File: src/rtl/fb_loader.sv
// Parses framed host write packets into the back framebuffer half; writes land one cycle after each payload byte.
// Backpressure: rx_ready drops only while a validated swap waits for the driver's frame boundary.
module fb_loader #(
  parameter int          FB_SIZE = 1728,
  parameter logic [7:0]  SYNC    = 8'hA5
) (
  input  logic        clk,
  input  logic        rst,
  input  logic [7:0]  rx_data,
  input  logic        rx_valid,
  output logic        rx_ready,
  input  logic        frame_sync,
  output logic [15:0] wr_addr,
  output logic [7:0]  wr_data,
  output logic        wr_en,
  output logic        buf_sel,
  output logic        frame_done,
  output logic [7:0]  err_count
);

  localparam logic [16:0] FB17 = 17'(FB_SIZE);
  localparam logic [15:0] FB16 = 16'(FB_SIZE);

  typedef enum logic [3:0] {
    S_IDLE, S_FLAGS, S_ADDR_H, S_ADDR_L, S_LEN_H, S_LEN_L, S_DATA, S_CHK, S_SWAP_WAIT
  } state_t;

  state_t      state_q, state_d;
  logic        swap_q, swap_d;
  logic [7:0]  chk_q, chk_d;
  logic [16:0] ptr_q, ptr_d;
  logic [15:0] len_q, len_d;
  logic        buf_sel_q, buf_sel_d;
  logic        wr_en_q, wr_en_d;
  logic [15:0] wr_addr_q, wr_addr_d;
  logic [7:0]  wr_data_q, wr_data_d;
  logic        frame_done_q, frame_done_d;
  logic [7:0]  err_q, err_d;
  logic        accept;

  assign rx_ready   = (state_q != S_SWAP_WAIT);
  assign accept     = rx_valid && rx_ready;
  assign wr_addr    = wr_addr_q;
  assign wr_data    = wr_data_q;
  assign wr_en      = wr_en_q;
  assign buf_sel    = buf_sel_q;
  assign frame_done = frame_done_q;
  assign err_count  = err_q;

  always_comb begin
    state_d      = state_q;
    swap_d       = swap_q;
    chk_d        = chk_q;
    ptr_d        = ptr_q;
    len_d        = len_q;
    buf_sel_d    = buf_sel_q;
    wr_en_d      = 1'b0;
    wr_addr_d    = wr_addr_q;
    wr_data_d    = wr_data_q;
    frame_done_d = 1'b0;
    err_d        = err_q;
    case (state_q)
      S_IDLE: begin
        if (accept && rx_data == SYNC) begin
          chk_d   = 8'h00;
          state_d = S_FLAGS;
        end
      end
      S_FLAGS: begin
        if (accept) begin
          swap_d  = rx_data[0];
          chk_d   = rx_data;
          state_d = S_ADDR_H;
        end
      end
      S_ADDR_H: begin
        if (accept) begin
          ptr_d   = {1'b0, rx_data, 8'h00};
          chk_d   = chk_q ^ rx_data;
          state_d = S_ADDR_L;
        end
      end
      S_ADDR_L: begin
        if (accept) begin
          ptr_d   = {ptr_q[16:8], rx_data};
          chk_d   = chk_q ^ rx_data;
          state_d = S_LEN_H;
        end
      end
      S_LEN_H: begin
        if (accept) begin
          len_d   = {rx_data, 8'h00};
          chk_d   = chk_q ^ rx_data;
          state_d = S_LEN_L;
        end
      end
      S_LEN_L: begin
        if (accept) begin
          len_d   = {len_q[15:8], rx_data};
          chk_d   = chk_q ^ rx_data;
          state_d = ({len_q[15:8], rx_data} == 16'd0) ? S_CHK : S_DATA;
        end
      end
      S_DATA: begin
        if (accept) begin
          chk_d = chk_q ^ rx_data;
          // Out-of-range pixels are still consumed so the checksum covers the whole payload.
          if (ptr_q < FB17) begin
            wr_en_d   = 1'b1;
            wr_addr_d = ptr_q[15:0] + (buf_sel_q ? 16'd0 : FB16);
            wr_data_d = rx_data;
          end
          ptr_d = ptr_q + 17'd1;
          len_d = len_q - 16'd1;
          if (len_q == 16'd1) state_d = S_CHK;
        end
      end
      S_CHK: begin
        if (accept) begin
          if (rx_data == chk_q && swap_q) begin
            state_d = S_SWAP_WAIT;
          end else begin
            frame_done_d = 1'b1;
            if (rx_data != chk_q && err_q != 8'hFF) err_d = err_q + 8'd1;
            state_d = S_IDLE;
          end
        end
      end
      S_SWAP_WAIT: begin
        if (frame_sync) begin
          buf_sel_d    = ~buf_sel_q;
          frame_done_d = 1'b1;
          state_d      = S_IDLE;
        end
      end
      default: state_d = S_IDLE;
    endcase
  end

  always_ff @(posedge clk or negedge rst) begin
    if (!rst) begin
      state_q      <= S_IDLE;
      swap_q       <= 1'b0;
      chk_q        <= 8'h00;
      ptr_q        <= 17'd0;
      len_q        <= 16'd0;
      buf_sel_q    <= 1'b0;
      wr_en_q      <= 1'b0;
      wr_addr_q    <= 16'd0;
      wr_data_q    <= 8'h00;
      frame_done_q <= 1'b0;
      err_q        <= 8'h00;
    end else begin
      state_q      <= state_d;
      swap_q       <= swap_d;
      chk_q        <= chk_d;
      ptr_q        <= ptr_d;
      len_q        <= len_d;
      buf_sel_q    <= buf_sel_d;
      wr_en_q      <= wr_en_d;
      wr_addr_q    <= wr_addr_d;
      wr_data_q    <= wr_data_d;
      frame_done_q <= frame_done_d;
      err_q        <= err_d;
    end
  end

endmodule

File: config.mk
export PLATFORM = sky130hd
export DESIGN_NAME = fb_loader
export DESIGN_NICKNAME = d
export VERILOG_FILES = /design/src/rtl/fb_loader.sv
export SDC_FILE = /design/constraint.sdc
export NUM_CORES = 1
export LEC_CHECK = 0
export BUFFER_PORTS_ARGS = -buffer_cell sky130_fd_sc_hd__buf_2
export CORE_UTILIZATION = 34
export DETAILED_ROUTE_END_ITERATION = 8
export GPL_ROUTABILITY_DRIVEN = 0
export SETUP_SLACK_MARGIN = 0.2
export SYNTH_ARGS = -nofsm -noshare
export SYNTH_HDL_FRONTEND = slang
export SYNTH_SLANG_ARGS = --single-unit
export TNS_END_PERCENT = 10
File: constraint.sdc
create_clock -name clk -period 2.95 [get_ports clk]
set_clock_uncertainty 0.1 [all_clocks]
set_input_delay 0.59 -clock clk [delete_from_list [all_inputs] [get_ports clk]]
set_output_delay 0.59 -clock clk [all_outputs]
set_load 0.1 [all_outputs]
Word level (Yosys, flattened, before mapping)

Cells that the tools add are included.

$add $sub $neg: 4
Bitwise gates (word level): 5
Reduce and logical (&&, ||, !) cells: 22
Equality and inequality tests: 25
Multiplexer cells: 33
Order comparisons: 1

Operator list:

| operator                                                                | number |
|---|---|
| 17-bit case mux with 3 select lines                                     | 1 |
| 16-bit case mux with 3 select lines                                     | 1 |
| 4-bit 2-to-1 mux                                                        | 11 |
| 8-bit 2-to-1 mux                                                        | 5 |
| 4-bit case mux with 9 select lines                                      | 1 |
| 17-bit 2-to-1 mux                                                       | 2 |
| 16-bit 2-to-1 mux                                                       | 2 |
| 8-bit case mux with 3 select lines                                      | 1 |
| 4-bit AND reduction                                                     | 6 |
| 2-bit inequality test (second input constant)                           | 10 |
| 17-bit by 1-bit adder with 17-bit output (second input constant)        | 1 |
| 17-bit by 11-bit < comparator with 1-bit output (second input constant) | 1 |
| 16-bit by 11-bit adder with 16-bit output                               | 1 |
| 16-bit by 1-bit == test with 1-bit output (second input constant)       | 1 |
| 4-bit by 3-bit == test with 1-bit output (second input constant)        | 4 |
| 16-bit logical NOT                                                      | 1 |
| 16-bit by 1-bit subtractor with 16-bit output (second input constant)   | 1 |
| 11-bit 2-to-1 mux                                                       | 1 |
| 10-bit AND reduction                                                    | 1 |
| 3-bit nonzero test                                                      | 3 |
| 8-bit by 1-bit adder with 8-bit output (second input constant)          | 1 |
| 4-bit by 2-bit == test with 1-bit output (second input constant)        | 2 |
| 8-bit == test                                                           | 1 |
| 8-bit == test (second input constant)                                   | 1 |
| other kinds (16)                                                        | 30 |

Output and inout port bits: 36
Word-level logic and storage cells: 103
Input port bits: 12
Register bits: 81

Longest topological paths before layout

Gate-level depths: netlist of run 1.

Depth in word-level cells: 5
Mapped depth: 8
Mapped depth without buffers: 8

Worst setup path before layout of run 1

OpenSTA, ideal clock, no wires.

Path type: flip-flop to flip-flop
Start: register state_q[2]
End: register wr_addr_q[0] (netlist: wr_addr[0])
Cell stages (with the launch flop): 7
Period minus slack after synthesis: 2.630 ns
Arrival: 2.404 ns
Buffers on the path: 2
Required time: 2.725 ns
Setup slack: 0.320 ns
Setup time: 0.125 ns
Cells stage by stage: dfrtp_1 > buf_4 > nor3_1 > nand2_1 > o2111ai_1 > buf_4 > mux2_4

Word-level cells in the longest chain between the ends: 3
Elaborated cells between the ends (all ways): 4
Classes of those cells: eq/ne (2); reduce/logical (2)

Ends and longest elaborated chain:

| item                                 | RTL line | RTL |
|---|---|---|
| start: declaration                   | 28       | `state_t state_q, state_d;` |
| start signal: assignment             | 154      | `state_q <= state_d;` |
| 4-bit inequality test                | 41       | `assign rx_ready = (state_q != S_SWAP_WAIT);` |
| via rx_ready                         | 11       | `output logic rx_ready,` |
| 1-bit logical AND                    | 42       | `assign accept = rx_valid && rx_ready;` |
| 3-bit AND reduction (no source line) | --       |  |
| end signal: assignment               | 161      | `wr_addr_q <= wr_addr_d;` |
| end: declaration                     | 35       | `logic [15:0] wr_addr_q, wr_addr_d;` |

The timed path passes the listed nets, and every way through them passes these cells.
A chain may end at the register's enable or synchronous reset.

Worst setup path after layout of run 1

Start: register state_q[1]
End: output port rx_ready

Word-level cells in the longest chain between the ends: 1

Ends and longest elaborated chain:

| item                  | RTL line |
|---|---|
| 4-bit inequality test | 41 |
| end: declaration      | 11 |

No other way between the ends.

==> results.md, run 1 <==
- Final WL: 11700 um
- Area Growth Syn to Fin: 16.1%
- # hold bufs at CTS: 0
- Vias per cell: 5.46
- Post-CTS sizing: 0
- Gr usage total: 18.2%
- Syn nets: 516
- Worst min path class: in2async
- Top_reg_cell synth: dfrtp_1
- Combinational power share: 46.9%
- Seq cells post-synth: 81
- First-pass GRT wire length: 20100 um
- Die Span Y: 117 um
- Register Area: 2030 um2
- Overflow after GRT: 0
- Bufs on Longest Clock Path: 2
- Mapped Cells: 495
- Post-synth top area share: 44.8%
- Die area: 13800 um2
- Fin util: 41.1%
- Post-CTS Setup Inserts: 0
- Crit-path max FO: 15
- First DRT Iteration DRCs: 351
- Leading cell types in the layout, fill and taps excluded: dfrtp_1 (81), o21ai_0 (71), buf_2 (46)
- Max IR drop VDD: 0.497 mV
- Multi-input gate area: 2310 um2
- Sequential power share: 33.2%
- Crit path DAT: 1900 ps
- CTS Root Cell: clkbuf_16
- Layout cells sized above 1: 18.2%
- # DRC: 0
- Period minus WS final: 2590 ps
- Mapped cell area: 4530 um2
- Post-route setup TNS: 0 ps
- P_int: 0.00299 W
- EDFF count, synth: 0
- R2r endpoint: wr_addr[8]
- Worst Tran Pin Value: 827 ps
- Clock power frac: 19.8%
- Reg-to-reg startpoint: ptr_q[12]
- Pleak: 2.39 nW
- Worst setup path startpoint: state_q[1]
- Vias in the first global route: 3882
- Hold Violations, Final: 0
- CTS Buf Count: 9
- Placed Instances: 693
- Post-synth cell types: 56
- N_diodes: 0
- Net load switching power: 0.00282 W
- Pre-antenna DRT Iters: 5
- Area leader, netlist: dfrtp_1
- Initial Utilization: 35.4%
- Sequential fraction of the synthesis area: 44.8%
- CTS tree: yes
- CORE AREA: 12800 um2
- Synth Warn #: 0
- Reg clk slew, reported paths: 60 ps
- Fillers: 1259
- Critical Path RT: 2260 ps
- Finished Cell Area: 5260 um2
- Commonest non-fill, non-tap cell in the layout: dfrtp_1
- Antenna Nets Post-Route: 0
- # nets final: 553
- Number of max-cap violations: 0
- Area of placed instances: 4950 um2
- Synth top area cells: dfrtp_1 (45%), o21ai_0 (7.9%), mux2_4 (4.3%)
- Rows: 41
- Vias: 3874
- Post-route insts no fill: 709
- H-tree levels: 3
- Clk_lat worst skew: 340 ps
- DP Worst Slack: 478 ps
- Status: finished clean
- Sw Share: 48.5%
- # clock sinks: 81
- Slew HR: 44.9%
- Initial antenna violation count: 0
- Final period utilization: 87.7%
- Die W: 117 um
- Largest net degree at the start of global routing: 82
- CP endpoint kind: primary output
- Unrepaired setup endpoints after global routing: no
- Post-route setup slack: 364 ps
- Max-slew violations: 0
- HPWL after DPL: 7710 um
- Async SR Flop Fraction: 100%
- Flop2flop setup slack: 520 ps
- Kind of critical path: reg2out
- Top Ports: 48
- Avg WL per Cell: 16.4 um
- IO buf count: 47
- Reg2Reg Depth: 6
- Final setup violation count: 0
- Type of element launching the critical path: register
- Fmax: 0.387 GHz
- PD cells: 1100 nW/um2
- Mapped Avg Cell Area: 9.14 um2
[final cells by class]
| type | count | area share, % |
|---|---|---|
| Timing Repair Buffer | 58 | 6.33 |
| Clock inverter | 7 | 1.48 |
| Inverter | 17 | 1.21 |
| Clock buffer | 9 | 4.29 |
| Sequential cell | 81 | 38.6 |
| Multi-Input combinational cell | 365 | 44.0 |
| Tap cell | 172 | 4.10 |
[flip-flops by register name, summed over array words and instances, names as in the netlist]
signal	count
state_q	4
len_q	16
chk_q	8
wr_addr	16
frame_done	1
swap_q	1
buf_sel	1
err_count	8
wr_en	1
ptr_q	17
wr_data	8
[Yosys cell counts (2+ instances only)]
cell type and number:
a21oi_1 32, a22o_1 2, a22oi_1 8, a2bb2oi_1 2
a31oi_1 6, a32o_1 2, a32oi_1 6, and2_1 7
and3_1 2, buf_2 13, buf_4 2, clkbuf_1 16
dfrtp_1 81, ha_1 8, inv_1 17, mux2_2 4
mux2_4 13, nand2_1 41, nand3_1 20, nand3b_1 2
nand4_1 6, nor2_1 45, nor2b_1 5, nor3_1 15
nor3b_1 2, nor4_1 9, nor4_2 2, o21ai_0 71
o21bai_1 2, o22ai_1 3, or3_1 2, or4_1 3
xnor2_1 13, xor2_1 11
[cell families after synthesis]
family / after synthesis / synth area share, %
DFF: 81 / 44.8
and+or+nand+nor: 168 / 18.7
buffers and inverters: 49 / 4.62
adders and majority gates: 9 / 2.65
AOI/OAI and AO/OA: 147 / 19.3
muxes: 17 / 5.31
xor gates and xnor gates: 24 / 4.64
[power groups by stage]
stage	sequential [W]	combinational, W	clock, W
2_1_floorplan	0.00252	0.00150	0
3_3_place_gp	0.00192	0.00265	0
3_5_place_dp	0.00194	0.00271	0
4_1_cts	0.00192	0.00271	0.00117
5_1_grt	0.00201	0.00301	0.00122
6_report	0.00193	0.00272	0.00115
[critical path, cell delays in order (launching register included)]
cell and delay, ps:
dfrtp_1 520, nor3_1 370, nand2_1 280, buf_2 380
[worst max path at each step]
stage	to	cells after the start	slack [ps]
floorplan	wr_addr[0]	6	320
global placement	wr_addr[11]	6	550
detailed placement	wr_addr[8]	6	480
CTS	rx_ready	3	400
global route	rx_ready	3	280
finish	rx_ready	3	360
[stage by stage]
stage                     hold slack (ps)  power (W)
after floorplan                       194    0.00402
after global placement                360    0.00456
after detailed placement              367    0.00465
after CTS                             197    0.00581
after global routing                  204    0.00623
final                                 156    0.00580
[layer usage]
layer | track usage, % | share of wire, %
met1 | 24.9 | 46
met2 | 28.6 | 47
met3 | 3.45 | 5.4
met4 | 6.33 | 1.3
met5 | 0 | 0
(Power assumes the default switching activity.)
==> run 2, diff against run 1 <==
Settings changed: CORE_ASPECT_RATIO from default to 0.6, PLACE_DENSITY from default to 0.57.
==> run 2 against run 1 <==
  * Die area increased by 0.11%
  * Register-to-register slack got worse by 70 ps
  * Clock power decreased by 4%
  * Non-clock buffer count increased by 3
  * Design area about the same
  * Via count increased by 1.9%
  * Sequential share of layout area about the same
  * Combinational power increased by 2%
  * Fmax increased by 0.66%
  * First-iteration DRC count decreased by 11%
  * Cell count unchanged
  * Critical path type unchanged
  * Largest cell class unchanged
  * Highest routed layer unchanged
==> results.md, run 2 (synthesis results as in run 1) <==
- Rows: 32 (-22%)
- # DRC: 0 (unchanged)
- Critical Path Max Stage Delay: 380 ps (-140 ps)
- Vias in the first global route: 3582 (-7.7%)
- Max IR drop VDD: 0.620 mV (+25%)
- Reg clk slew, reported paths: 60 ps (about the same)
- Number of max-cap violations: 0 (unchanged)
- Leading cell types in the layout, fill and taps excluded: dfrtp_1 (81), o21ai_0 (71), buf_2 (46)
- Fmax: 0.389 GHz (+0.66%)
- N_diodes: 0 (unchanged)
- Period minus WS final: 2570 ps (-17.0 ps)
- Post-CTS Setup Inserts: 0 (unchanged)
- Initial Utilization: 35.1% (-0.33 points)
- # nets final: 556 (+0.54%)
- Overflow after GRT: 0 (unchanged)
- CTS tree: yes
- Kind of critical path: reg2out
- Status: finished clean
- First-pass GRT wire length: 19600 um (-2.4%)
- Fillers: 1288 (+2.3%)
- CP bufs+invs: 2 (+1)
- Register Area: 2030 um2 (unchanged)
- PD cells: 1100 nW/um2 (-0.26%)
- Global routing's busiest layer: met1
- Area Growth Syn to Fin: 16.0% (about the same)
- Pleak: 2.39 nW (+0.25%)
- Avg WL per Cell: 17.1 um (+3.7%)
- Gr usage total: 18.4% (+0.24 points)
- Final setup violation count: 0 (unchanged)
- H-tree levels: 3 (unchanged)
- Max reg flops: 17 (unchanged)
- Crit path DAT: 1880 ps (-20 ps)
- First DRT Iteration DRCs: 313 (-11%)
- Overall power: 0.00578 W (-0.33%)
- Max-slew violations: 0 (unchanged)
- CTS Buf Count: 9 (unchanged)
- Commonest non-fill, non-tap cell in the layout: dfrtp_1
- Hold Slack: 204 ps (+47.2 ps)
- Multi-input gate area: 2310 um2 (-0.27%)
- Initial antenna violation count: 0 (unchanged)
- HPWL after DPL: 8530 um (+11%)
- CTS Root Cell: clkbuf_16
- Die area: 13800 um2 (+0.11%)
- Die W: 151 um (+29%)
- Die Span Y: 91.4 um (-22%)
- Final period utilization: 87.1% (-0.57 points)
- Post-CTS sizing: 0 (unchanged)
- Top Ports: 48 (unchanged)
- Bufs on Longest Clock Path: 2 (unchanged)
- Worst Tran Pin Value: 813 ps (-13.4 ps)
- CORE AREA: 12900 um2 (+0.93%)
- Antenna Nets Post-Route: 0 (unchanged)
- Worst min path class: in2async
- Vias per cell: 5.57 (+1.9%)
- # clock sinks: 81 (unchanged)
- Crit-path max FO: 14 (-1)
- Largest net degree at the start of global routing: 52 (-37%)
- Top delay family on crit path: simple AND/OR/NAND/NOR gates
- Pre-antenna DRT Iters: 4 (-1)
- IO buf count: 47 (unchanged)
- Unrepaired setup endpoints after global routing: no
- CP max-delay cell: dfrtp_1
- # hold bufs at CTS: 0 (unchanged)
- Met3 usage: 4.27% (+0.82 points)
- Hold Violations, Final: 0 (unchanged)
- Met2 usage: 22.8% (-5.8 points)
- Vias: 3949 (+1.9%)
- Layout cells sized above 1: 18.4% (+0.12 points)
- Clk_lat worst skew: 340 ps (about the same)
- Critical Path RT: 2260 ps (about the same)
- Final WL: 12100 um (+3.7%)
- Post-route setup TNS: 0 ps (unchanged)
- Top reg by flops: ptr_q
- Type of element launching the critical path: register
- Slew HR: 45.8% (+0.89 points)
- Met1 Use GR: 30.5% (+5.7 points)
- CP endpoint kind: primary output
- CP Cell Sequence: buf_4, nor3_1, nand2_1, buf_2
## run 2: cell types whose count changed in the layout (fill, tap and decap cells not counted)
cell,change
buf_4,+3
clkinv_4,-1
nor4bb_1,+1
nor4bb_2,-1
clkinv_2,+2
clkinvlp_4,+1
inv_6,-3
## run 2: final timing paths
check | cells after the start | from | to | slack, ps
setup / recovery | 4 | state_q[1] | rx_ready | 380
hold / removal | 1 | rst | wr_addr[1] | 200
setup reg to reg | 5 | ptr_q[12] | wr_addr[14] | 450
hold reg to reg | 2 | wr_addr[8] | wr_addr[8] | 380
max in group asynchronous | 2 | rst | ptr_q[14] | 1940
min in group clk | 2 | wr_addr[8] | wr_addr[8] | 380
## run 2: layout make-up
type                            instances  area share (%)
Multi-Input combinational cell        365            43.9
Tap cell                              170            4.05
Sequential cell                        81            38.6
Clock inverter                          6            1.14
Timing Repair Buffer                   61            6.77
Clock buffer                            9            4.29
Inverter                               17            1.22
## run 2: through the flow
stage | setup slack (ps) | instances | instance area (um2) | utilization [%]
final | 381 | 709 | 5250 | 40.7
after global placement | 480 | 694 | 4970 | 38.5
after floorplan | 320 | 495 | 4530 | -
after CTS | 400 | 709 | 5250 | 40.7
after global routing | 288 | 709 | 5250 | 40.7
after detailed placement | 450 | 694 | 4970 | 38.5
## run 2: layer usage
layer / vias to the layer above / part of all wire [%] / wire length [um]
met4: 0 / 0.93 / 112
met2: 162 / 38 / 4650
met5: - / 0 / 0
li1: 1860 / - / -
met1: 1916 / 54 / 6470
met3: 11 / 7.1 / 860
## run 2: power by group
part	leakage, nW	switching [W]	internal [W]
logic	1.20	0.00194	0.000837
registers	1.06	0.000425	0.00148
clock network	0.137	0.000455	0.000646
total	2.39	0.00282	0.00297
